File: src/rtl/channel_serializer.sv
// channel_serializer
//
// Drains 140-bit frame records from an upstream FIFO and replays each one as a
// burst of 16-bit words on one of eight channels. Each output word is handed
// over with a valid/ready handshake.
//
// Record layout: [139:12] payload (first word in [139:124]), [11:4] ch_sel,
// [3:0] len. The first len words of the payload are sent and the rest are
// ignored. A record is dropped, with a one-cycle sel_err pulse, when len is
// outside 1..8 or when ch_sel is illegal.
//
// Build option:
//   SER_ONEHOT_CHECK_EN  defined: ch_sel must be one-hot.
//                        undefined: any nonzero ch_sel is accepted, and a
//                        multi-hot ch_sel sends the same words to every
//                        selected channel.
//
// Ports:
//   clk_in          system clock
//   rst_n           asynchronous, active-low reset
//   fifo_empty      upstream FIFO holds no record
//   fifo_r_enable   FIFO read strobe, one cycle per record; data arrives next cycle
//   data_from_fifo  record from the FIFO
//   dout            current output word
//   ch_valid        per-channel valid for dout
//   dout_ready      sink accepts dout this cycle
//   frame_done      one-cycle pulse after the last word of a record transfers
//   sel_err         one-cycle pulse when a record is dropped
//   busy            high whenever the serializer is not idle
module channel_serializer (
  input  logic         clk_in,
  input  logic         rst_n,
  input  logic         fifo_empty,
  output logic         fifo_r_enable,
  input  logic [139:0] data_from_fifo,
  output logic [15:0]  dout,
  output logic [7:0]   ch_valid,
  input  logic         dout_ready,
  output logic         frame_done,
  output logic         sel_err,
  output logic         busy
);

  typedef enum logic [1:0] {StIdle, StRd, StCap, StSend} state_e;

  state_e       state_q, state_d;
  logic [127:0] payload_q, payload_d;
  logic [3:0]   cnt_q, cnt_d;
  logic [7:0]   ch_valid_q, ch_valid_d;
  logic         rd_q, rd_d;
  logic         done_q, done_d;
  logic         err_q, err_d;
  logic         busy_q, busy_d;

  logic [7:0] in_ch;
  logic [3:0] in_len;
  logic       len_ok, ch_ok;

  assign in_ch  = data_from_fifo[11:4];
  assign in_len = data_from_fifo[3:0];
  assign len_ok = (in_len != 4'd0) && (in_len <= 4'd8);

`ifdef SER_ONEHOT_CHECK_EN
  // Exactly one bit set: nonzero, and clearing the lowest set bit leaves zero.
  assign ch_ok = (in_ch != 8'd0) && ((in_ch & (in_ch - 8'd1)) == 8'd0);
`else
  assign ch_ok = (in_ch != 8'd0);
`endif

  always_comb begin
    state_d    = state_q;
    payload_d  = payload_q;
    cnt_d      = cnt_q;
    ch_valid_d = ch_valid_q;
    rd_d       = 1'b0;
    done_d     = 1'b0;
    err_d      = 1'b0;

    case (state_q)
      StIdle: begin
        if (!fifo_empty) begin
          state_d = StRd;
          rd_d    = 1'b1;
        end
      end
      StRd: begin
        state_d = StCap;
      end
      StCap: begin
        payload_d = data_from_fifo[139:12];
        cnt_d     = in_len;
        if (len_ok && ch_ok) begin
          ch_valid_d = in_ch;
          state_d    = StSend;
        end else begin
          err_d   = 1'b1;
          state_d = StIdle;
        end
      end
      StSend: begin
        if (dout_ready) begin
          if (cnt_q == 4'd1) begin
            // Payload is left unshifted so dout keeps showing the last word.
            ch_valid_d = 8'd0;
            done_d     = 1'b1;
            state_d    = StIdle;
          end else begin
            payload_d = {payload_q[111:0], 16'h0000};
            cnt_d     = cnt_q - 4'd1;
          end
        end
      end
      default: state_d = StIdle;
    endcase

    busy_d = (state_d != StIdle);
  end

  always_ff @(posedge clk_in or negedge rst_n) begin
    if (!rst_n) begin
      state_q    <= StIdle;
      payload_q  <= '0;
      cnt_q      <= '0;
      ch_valid_q <= '0;
      rd_q       <= 1'b0;
      done_q     <= 1'b0;
      err_q      <= 1'b0;
      busy_q     <= 1'b0;
    end else begin
      state_q    <= state_d;
      payload_q  <= payload_d;
      cnt_q      <= cnt_d;
      ch_valid_q <= ch_valid_d;
      rd_q       <= rd_d;
      done_q     <= done_d;
      err_q      <= err_d;
      busy_q     <= busy_d;
    end
  end

  assign fifo_r_enable = rd_q;
  assign dout          = payload_q[127:112];
  assign ch_valid      = ch_valid_q;
  assign frame_done    = done_q;
  assign sel_err       = err_q;
  assign busy          = busy_q;

endmodule

File: config.mk
export PLATFORM = sky130hd
export DESIGN_NAME = channel_serializer
export DESIGN_NICKNAME = d
export VERILOG_FILES = /design/src/rtl/channel_serializer.sv
export SDC_FILE = /design/constraint.sdc
export NUM_CORES = 1
export LEC_CHECK = 0
export BUFFER_PORTS_ARGS = -buffer_cell sky130_fd_sc_hd__buf_4
export CORE_MARGIN = 10
export CORE_UTILIZATION = 53
export CTS_CLUSTER_SIZE = 12
export DETAILED_ROUTE_END_ITERATION = 6
export HOLD_SLACK_MARGIN = 0.12
export PLACE_DENSITY = 0.79
export SKIP_CTS_REPAIR_TIMING = 1
export SLEW_MARGIN = 20
export SYNTH_ARGS = -nofsm -noshare
export SYNTH_HDL_FRONTEND = slang
export SYNTH_SLANG_ARGS = --single-unit
File: constraint.sdc
create_clock -name clk_in -period 2.15 [get_ports clk_in]
set_clock_uncertainty 0.05 [all_clocks]
set_input_delay 0.3225 -clock clk_in [delete_from_list [all_inputs] [get_ports clk_in]]
set_output_delay 0.3225 -clock clk_in [all_outputs]
set_load 0.01 [all_outputs]
==> results of run 1 <==
## sequential cells by signal, indices dropped and copies added, names as in the netlist
signal and cells:
sel_err 1, fifo_r_enable 1, payload_q 128, cnt_q 4
state_q 2, ch_valid 8, busy 1, frame_done 1
## metrics by stage
step                total power, W  hold slack (ns)  area [um^2]  utilization (%)
floorplan                 0.009273         -0.02309         6671                -
global placement           0.01050           0.2931         8031            66.04
detailed placement         0.01080           0.2966         8031            66.04
CTS                        0.01368          -0.1486         8610            70.79
global route               0.01465           0.1294         8830            72.60
finish                     0.01360           0.1001         8830            72.60
## worst max-delay path, cell delays in order, from the launching register on
cell and delay [ns]:
dfrtp_1 0.39, inv_1 0.08, ha_1 0.16, nand2b_1 0.11, o311ai_4 0.32, buf_12 0.27, buf_12 0.23, o21ai_0 0.14
## Yosys cell counts, types with 2 or more instances
| cell type | n | share of area, % |
|---|---|---|
| nand2b_1 | 2 | 0.19 |
| a22o_1 | 16 | 2.1 |
| mux2i_1 | 112 | 17 |
| or3_1 | 2 | 0.19 |
| nor4_1 | 3 | 0.28 |
| o211ai_1 | 2 | 0.22 |
| clkbuf_2 | 4 | 0.30 |
| o21ai_1 | 53 | 4.0 |
| o21ai_0 | 73 | 5.5 |
| dfrtp_1 | 146 | 55 |
| nand2_1 | 125 | 7.0 |
| inv_1 | 4 | 0.22 |
| ha_1 | 2 | 0.38 |
| clkbuf_1 | 11 | 0.62 |
| nand3_1 | 9 | 0.68 |
| buf_4 | 31 | 3.5 |
| a21oi_1 | 3 | 0.22 |
| buf_2 | 14 | 1.1 |
| nor2b_1 | 3 | 0.28 |
| nor2_1 | 4 | 0.22 |
## layout make-up
cell class	count	share of cell area, %
sequential	146	41.38
clock buffer	27	6.037
tap	168	2.381
timing repair buffer	208	19.63
inverter	4	0.1700
clock inverter	4	0.5101
multi-input combinational	418	29.90
## worst max path at each step
stage | from | to | cells after the start
2_1_floorplan | cnt_q[1] | payload_q[27] | 9
3_3_place_gp | cnt_q[1] | payload_q[18] | 7
3_5_place_dp | cnt_q[1] | payload_q[17] | 8
4_1_cts | cnt_q[1] | payload_q[34] | 7
5_1_grt | cnt_q[1] | payload_q[29] | 8
6_report | cnt_q[1] | payload_q[34] | 7
## cells by family (layout without fill, tap and decap cells)
family | after synthesis | count (layout) | synth area share (%)
compound gates | 151 | 151 | 12.77
fa+ha+maj | 2 | 2 | 0.3750
buf+inv | 66 | 243 | 5.908
flops | 146 | 146 | 54.76
mux | 112 | 112 | 16.80
simple gates | 153 | 153 | 9.377
## routing by layer
metal	up-vias	global-route usage (%)	wire, um
met5	-	0	0
met4	0	7.518	411
met3	30	6.555	1237
met2	176	29.47	8002
met1	2333	22.22	6931
li1	2501	-	-
## power groups by stage
stage	Combinational [W]	Sequential, W	Clock [W]
finish	0.00589	0.00487	0.00283
global route	0.00660	0.00504	0.00301
CTS	0.00592	0.00488	0.00288
detailed placement	0.00588	0.00492	0
global placement	0.00565	0.00484	0
floorplan	0.00460	0.00468	0
==> flow_summary.json, run 1 <==
{
  "cap_violations": 0,
  "grt_antenna_before_repair": 0,
  "finalSetupTns_ns": 0,
  "vias": 5040,
  "reg2reg_slack_ns": 0.24,
  "antennaDiodeCount": 0,
  "drv_slew": 0,
  "setup_viol": 0,
  "io_pins": 172,
  "grt_pass1_vias": 5189,
  "crit_required_ns": 2.38,
  "grt_max_degree": 67,
  "dieArea_um2": 17480,
  "final_hold_viol_count": 0,
  "synth_seq_cells": 146,
  "status": "completed",
  "drc": 0,
  "worstHoldStart": "data_from_fifo[5]",
  "gp_congestion": 0.8229,
  "core_area_um2": 12160,
  "cts_sinks": 146,
  "syn_area_um2": 6671,
  "cts.path.max_buffers": 2,
  "crit-reg2reg-capture": "payload_q[34]",
  "drtPass1Iterations": 5,
  "synth_async_sr_flop_share_pct": 100.0,
  "worst_slack_ns": 0.2423,
  "fillers": 883,
  "power_density_nw_per_um2": 1540,
  "clkTransAtPathRegs_ns": 0.06,
  "fmax_mhz": 524.2,
  "multi_input_area_um2": 2640,
  "ir_drop_v": 0.001115,
  "min_to": "ch_valid[1]",
  "p_int_w": 0.008640,
  "clock_power_share_pct": 20.8,
  "die_h_um": 132.2,
  "worstPathArrival_ns": 2.14,
  "syn_nets": 776,
  "hpwl_um": 11840,
  "wl_um": 16580,
  "cts_tree": "yes",
  "dp_slack_ns": 0.2576,
  "via_per_inst": 5.169,
  "dp.cells": 922,
  "ys_types": 31,
  "insertion_delay_ns": 0.41,
  "num_rows": 40,
  "post_drt_wl_per_cell_um": 17.01,
  "final_layout_size_suffix_gt1_share_pct": 26.89,
  "grt_first_pass_wirelength_um": 26150,
  "finalCritPeriodShare_pct": 88.73,
  "regArea_um2": 3654,
  "stdcell_count": 975,
  "relSlewSlack_pct": 60.63,
  "nNetsFinal": 941,
  "layout_commonest_cell": "buf_4",
  "final_antenna_net_count": 0,
  "worstSetupStartpointType": "flop",
  "die_x_um": 132.2,
  "avgSynthCellArea_um2": 10.59,
  "start_util_pct": 54.86,
  "tightest_slew_ns": 0.5906,
  "synthFlopType": "dfrtp_1",
  "final_cell_mix": "buf_4, dfrtp_1, nand2_1",
  "p_leak_nw": 4.427,
  "grt_usage_pct": 18.45,
  "synth_warnings": 0,
  "port_buffers": 171,
  "crit_fanout": 46,
  "htreeDepth": 4,
  "critPathKind": "reg2reg",
  "period_needed_ns": 1.908,
  "reg2reg_from": "cnt_q[1]",
  "cts_inserted_buffers": 17,
  "hold_path_depth": 3,
  "first_iter_violations": 373,
  "globalRoute.totalOverflow": 0,
  "rsz0062_at_grt": "no",
  "p_switching_w": 0.004957,
  "cts-root-buf": "clkbuf_16",
  "p_sw_share_pct": 36.46,
  "end_kind": "flop",
  "reg2reg_depth": 7,
  "syn_to_final_growth_pct": 32.35,
  "comb_power_share_pct": 43.3,
  "min_path_type": "in2reg",
  "netlist_instances": 630,
  "yosysSeqAreaShare_pct": 54.76,
  "synth_edf_count": 0,
  "seqPwrFrac_pct": 35.8
}
No activity file was read; power rests on OpenSTA's default activity.
==> inputs of run 2 (changes only) <==
- CORE_UTILIZATION: 53 -> 48
- PLACE_DENSITY: 0.79 -> 0.75
- RECOVER_POWER: unset -> 50
- clock period: 2.15 -> 1.6 ns (I/O delays scaled with it)
==> flow_summary.json, run 2 (synthesis results as in run 1) <==
{
  "status": "finished with violations",
  "violations": "setup timing",
  "dp.cells": 945,
  "grt_antenna_before_repair": 2,
  "p_leak_nw": 5.527,
  "layout_commonest_cell": "buf_4",
  "p_switching_w": 0.009329,
  "port_buffers": 171,
  "fmax_mhz": 539.3,
  "insertion_delay_ns": 0.43,
  "drv_slew": 0,
  "p_int_w": 0.01522,
  "crit_required_ns": 1.88,
  "worst_slack_ns": -0.2544,
  "core_area_um2": 13770,
  "reg2reg_from": "cnt_q[1]",
  "grt_first_pass_wirelength_um": 26480,
  "clock_power_share_pct": 18.3,
  "globalRoute.totalOverflow": 0,
  "dieArea_um2": 19010,
  "relSlewSlack_pct": 54.20,
  "crit_fanout": 8,
  "finalCritPeriodShare_pct": 115.9,
  "clkTransAtPathRegs_ns": 0.06,
  "cts_tree": "yes",
  "seqPwrFrac_pct": 27.9,
  "critPathKind": "reg2reg",
  "via_per_inst": 5.491,
  "syn_to_final_growth_pct": 68.74,
  "reg2reg_slack_ns": -0.25,
  "worstSetupStartpointType": "flop",
  "comb_power_share_pct": 53.8,
  "dp_slack_ns": -0.1195,
  "die_h_um": 137.9,
  "vias": 6287,
  "largest_reg_flops": 128,
  "cts-root-buf": "clkbuf_16",
  "power_density_nw_per_um2": 2181,
  "start_util_pct": 48.44,
  "fillers": 707,
  "tightest_slew_ns": 0.6870,
  "cap_violations": 0,
  "cts_sinks": 146,
  "grt_pass1_vias": 5242,
  "stdcell_count": 1145,
  "worstPathArrival_ns": 2.13,
  "min_path_type": "in2reg",
  "final_antenna_net_count": 0,
  "wl_um": 24670,
  "worstHoldStart": "data_from_fifo[3]",
  "hpwl_um": 12480,
  "ir_drop_v": 0.001153,
  "end_kind": "flop",
  "rsz0062_at_grt": "yes",
  "period_needed_ns": 1.854,
  "final_hold_viol_count": 0,
  "final_cell_mix": "buf_4, dfrtp_1, dlygate4sd3_1",
  "grt_usage_pct": 17.77,
  "startpoint": "cnt_q[1]",
  "drc": 0,
  "post_drt_wl_per_cell_um": 21.54,
  "die_x_um": 137.9,
  "final_layout_size_suffix_gt1_share_pct": 37.21,
  "setup_viol": 139,
  "io_pins": 172,
  "num_rows": 43,
  "htreeDepth": 4,
  "gp_congestion": 0.8756,
  "first_iter_violations": 363,
  "drtPass1Iterations": 5,
  "cts.path.max_buffers": 2,
  "grt_max_degree": 63,
  "p_sw_share_pct": 37.99,
  "top_register": "payload_q",
  "cts_inserted_buffers": 17,
  "nNetsFinal": 1095
}
-- run 2: cell types whose count changed in the layout (fill, tap and decap cells not counted), sizes merged --
| cell | change |
|---|---|
| clkinv | +4 |
| buf | +23 |
| clkbuf | +14 |
| dlygate4sd3 | +108 |
| diode | +3 |
| inv | +1 |
| bufinv | +5 |
-- run 2: cell type report --
| type | instances | area [um^2] | share of cell area, % |
|---|---|---|---|
| clock inverters | 14 | 235.2 | 2.090 |
| repair buffers | 362 | 3665 | 32.56 |
| inverters | 4 | 15.01 | 0.1334 |
| clock buffers | 18 | 429.2 | 3.812 |
| diodes | 3 | 7.507 | 0.06669 |
| well taps | 180 | 225.2 | 2.001 |
| flip-flops and latches | 146 | 3654 | 32.46 |
| multi-input cells | 418 | 3027 | 26.89 |
-- run 2: through the flow --
| stage | TNS [ns] | power, W | cell area, um^2 | utilization (%) | hold WS, ns |
|---|---|---|---|---|---|
| final | -20.59 | 0.02455 | 11260 | 81.73 | 0.08559 |
| after global routing | -26.24 | 0.02573 | 11250 | 81.71 | 0.1055 |
| after CTS | -11.06 | 0.01941 | 8869 | 64.39 | -0.2771 |
| after detailed placement | -8.855 | 0.01496 | 8204 | 59.57 | 0.1730 |
| after global placement | -0.7935 | 0.01453 | 8204 | 59.57 | 0.1762 |
| after floorplan | -1.224 | 0.01256 | 6698 | - | -0.1056 |
-- run 2: per-layer routing --
layer | GRT usage (%) | vias to the layer above | routed length [um]
li1 | - | 2834 | -
met2 | 28.79 | 285 | 13320
met1 | 21.48 | 3111 | 9074
met4 | 6.721 | 0 | 737
met3 | 6.014 | 57 | 1533
met5 | 0 | - | 0
-- run 2: worst paths after layout --
check                                  to  depth (start not counted)
setup / recovery           payload_q[100]                          9
hold / removal                   cnt_q[3]                          3
setup reg to reg           payload_q[100]                          9
hold reg to reg             payload_q[25]                          2
max in group asynchronous   payload_q[52]                          3
min in group asynchronous  payload_q[125]                          2
-- run 2: critical path: stages (launching register included) --
cell and delay (ns):
dfrtp_1 0.39, inv_2 0.10, ha_4 0.15, nand2b_4 0.07, o311ai_4 0.29, buf_12 0.19, clkbuf_16 0.17, clkbuf_16 0.15
nand2_1 0.06, o21ai_1 0.13
-- run 2: power by group through the flow --
stage	logic (W)	clock network, W	registers [W]
5_1_grt	0.0141	0.00468	0.00700
2_1_floorplan	0.00627	0	0.00628
3_5_place_dp	0.00838	0	0.00658
4_1_cts	0.00841	0.00448	0.00652
6_report	0.0132	0.00449	0.00685
3_3_place_gp	0.00806	0	0.00647
==> inputs of run 3 (changes only) <==
- TNS_END_PERCENT: unset -> 5
==> flow_summary.json, run 3 (synthesis results as in run 1) <==
{
  "status": "finished with violations",
  "violations": "setup timing",
  "crit_required_ns": 1.89,
  "worst_slack_ns": -0.2445,
  "reg2reg_slack_ns": -0.24,
  "grt_usage_pct": 17.77,
  "min_to": "cnt_q[3]",
  "drc": 0,
  "finalCritPeriodShare_pct": 115.3,
  "cts-root-buf": "clkbuf_16",
  "grt_antenna_before_repair": 2,
  "top_register": "payload_q",
  "grt_pass1_vias": 5242,
  "cts_inserted_buffers": 17,
  "crit-reg2reg-capture": "payload_q[104]",
  "cap_violations": 0,
  "grt_first_pass_wirelength_um": 26480,
  "globalRoute.totalOverflow": 0,
  "worstHoldStart": "data_from_fifo[3]",
  "end_kind": "flop",
  "grt_max_degree": 63,
  "via_per_inst": 5.485,
  "largest_reg_flops": 128,
  "multi_input_area_um2": 2835,
  "fmax_mhz": 542.2,
  "cts_tree": "yes",
  "tightest_slew_ns": 0.6779,
  "wl_um": 24250,
  "power_w": 0.02389,
  "insertion_delay_ns": 0.42,
  "final_antenna_net_count": 0,
  "htreeDepth": 4,
  "reg2reg_from": "cnt_q[1]",
  "relSlewSlack_pct": 54.80,
  "num_rows": 43,
  "dieArea_um2": 19010,
  "first_iter_violations": 453,
  "core_area_um2": 13770,
  "layout_commonest_cell": "buf_4",
  "cts_sinks": 146,
  "drv_slew": 0,
  "fillers": 738,
  "power_density_nw_per_um2": 2153,
  "post_drt_wl_per_cell_um": 21.14,
  "port_buffers": 171,
  "setup_viol": 142,
  "io_pins": 172,
  "drtPass1Iterations": 5,
  "syn_to_final_growth_pct": 66.28,
  "crit_fanout": 9,
  "min_path_type": "in2reg",
  "critPathKind": "reg2reg",
  "reg2reg_depth": 9,
  "hold_path_depth": 3,
  "cts.path.max_buffers": 2,
  "p_leak_nw": 5.428,
  "worstSetupStartpointType": "flop",
  "die_x_um": 137.9,
  "worstPathArrival_ns": 2.14,
  "rsz0062_at_grt": "yes",
  "start_util_pct": 48.44,
  "final_hold_viol_count": 0,
  "final_util_pct": 80.54,
  "final_cell_mix": "buf_4, dfrtp_1, dlygate4sd3_1",
  "vias": 6291,
  "final_layout_size_suffix_gt1_share_pct": 33.06,
  "nNetsFinal": 1098,
  "clkTransAtPathRegs_ns": 0.06,
  "die_h_um": 137.9,
  "ir_drop_v": 0.0009930,
  "period_needed_ns": 1.844,
  "finalSetupTns_ns": -19.67,
  "hpwl_um": 12480,
  "regArea_um2": 3654,
  "gp_congestion": 0.8756
}
-- run 3: changes by cell type in the layout (fill, tap and decap cells not counted), sizes merged --
| cell | delta |
|---|---|
| dlygate4sd3 | +3 |
| diode | -1 |
-- run 3: final cells by class --
cell class / instances / area share (%)
Tap cell: 180 / 2.030
Timing Repair Buffer: 365 / 33.31
Inverter: 4 / 0.1353
Antenna cell: 2 / 0.04512
Sequential cell: 146 / 32.93
Clock inverter: 14 / 2.120
Clock buffer: 18 / 3.869
Multi-Input combinational cell: 418 / 25.56
-- run 3: worst max path at each step --
stage / to / startpoint / cells after the start
finish: payload_q[104] / cnt_q[1] / 9
global route: payload_q[104] / cnt_q[1] / 9
CTS: payload_q[55] / cnt_q[1] / 8
detailed placement: payload_q[55] / cnt_q[1] / 8
global placement: payload_q[37] / cnt_q[1] / 7
floorplan: cnt_q[0] / cnt_q[0] / 7
-- run 3: report_power, final --
part | internal [W] | switching [W]
Combinational | 0.00658 | 0.00607
Clock | 0.00292 | 0.00156
Sequential | 0.00551 | 0.00124
Total | 0.0150 | 0.00888
-- run 3: per-layer routing --
| layer | global-route usage [%] | part of all wire (%) | vias up |
|---|---|---|---|
| met1 | 21.48 | 37 | 3139 |
| met3 | 6.014 | 6.1 | 60 |
| met2 | 28.79 | 54 | 251 |
| li1 | - | - | 2841 |
| met4 | 6.721 | 3.4 | 0 |
| met5 | 0 | 0 | - |
-- run 3: stage by stage --
step | cell area [um^2] | hold slack, ns | worst slack (ns) | instances
floorplan | 6698 | -0.1056 | -0.01738 | 630
global placement | 8204 | 0.1762 | -0.02761 | 945
detailed placement | 8204 | 0.1730 | -0.1195 | 945
CTS | 8869 | -0.2771 | -0.1441 | 977
global route | 11090 | 0.1209 | -0.3179 | 1147
finish | 11090 | 0.08423 | -0.2445 | 1147
-- run 3: critical path, stage by stage (launching register included) --
cell	delay [ns]
dfrtp_1	0.39
inv_2	0.09
ha_4	0.15
nand2b_4	0.06
o311ai_4	0.29
buf_12	0.19
clkbuf_16	0.18
clkbuf_16	0.16
nand2_1	0.07
o21ai_1	0.11
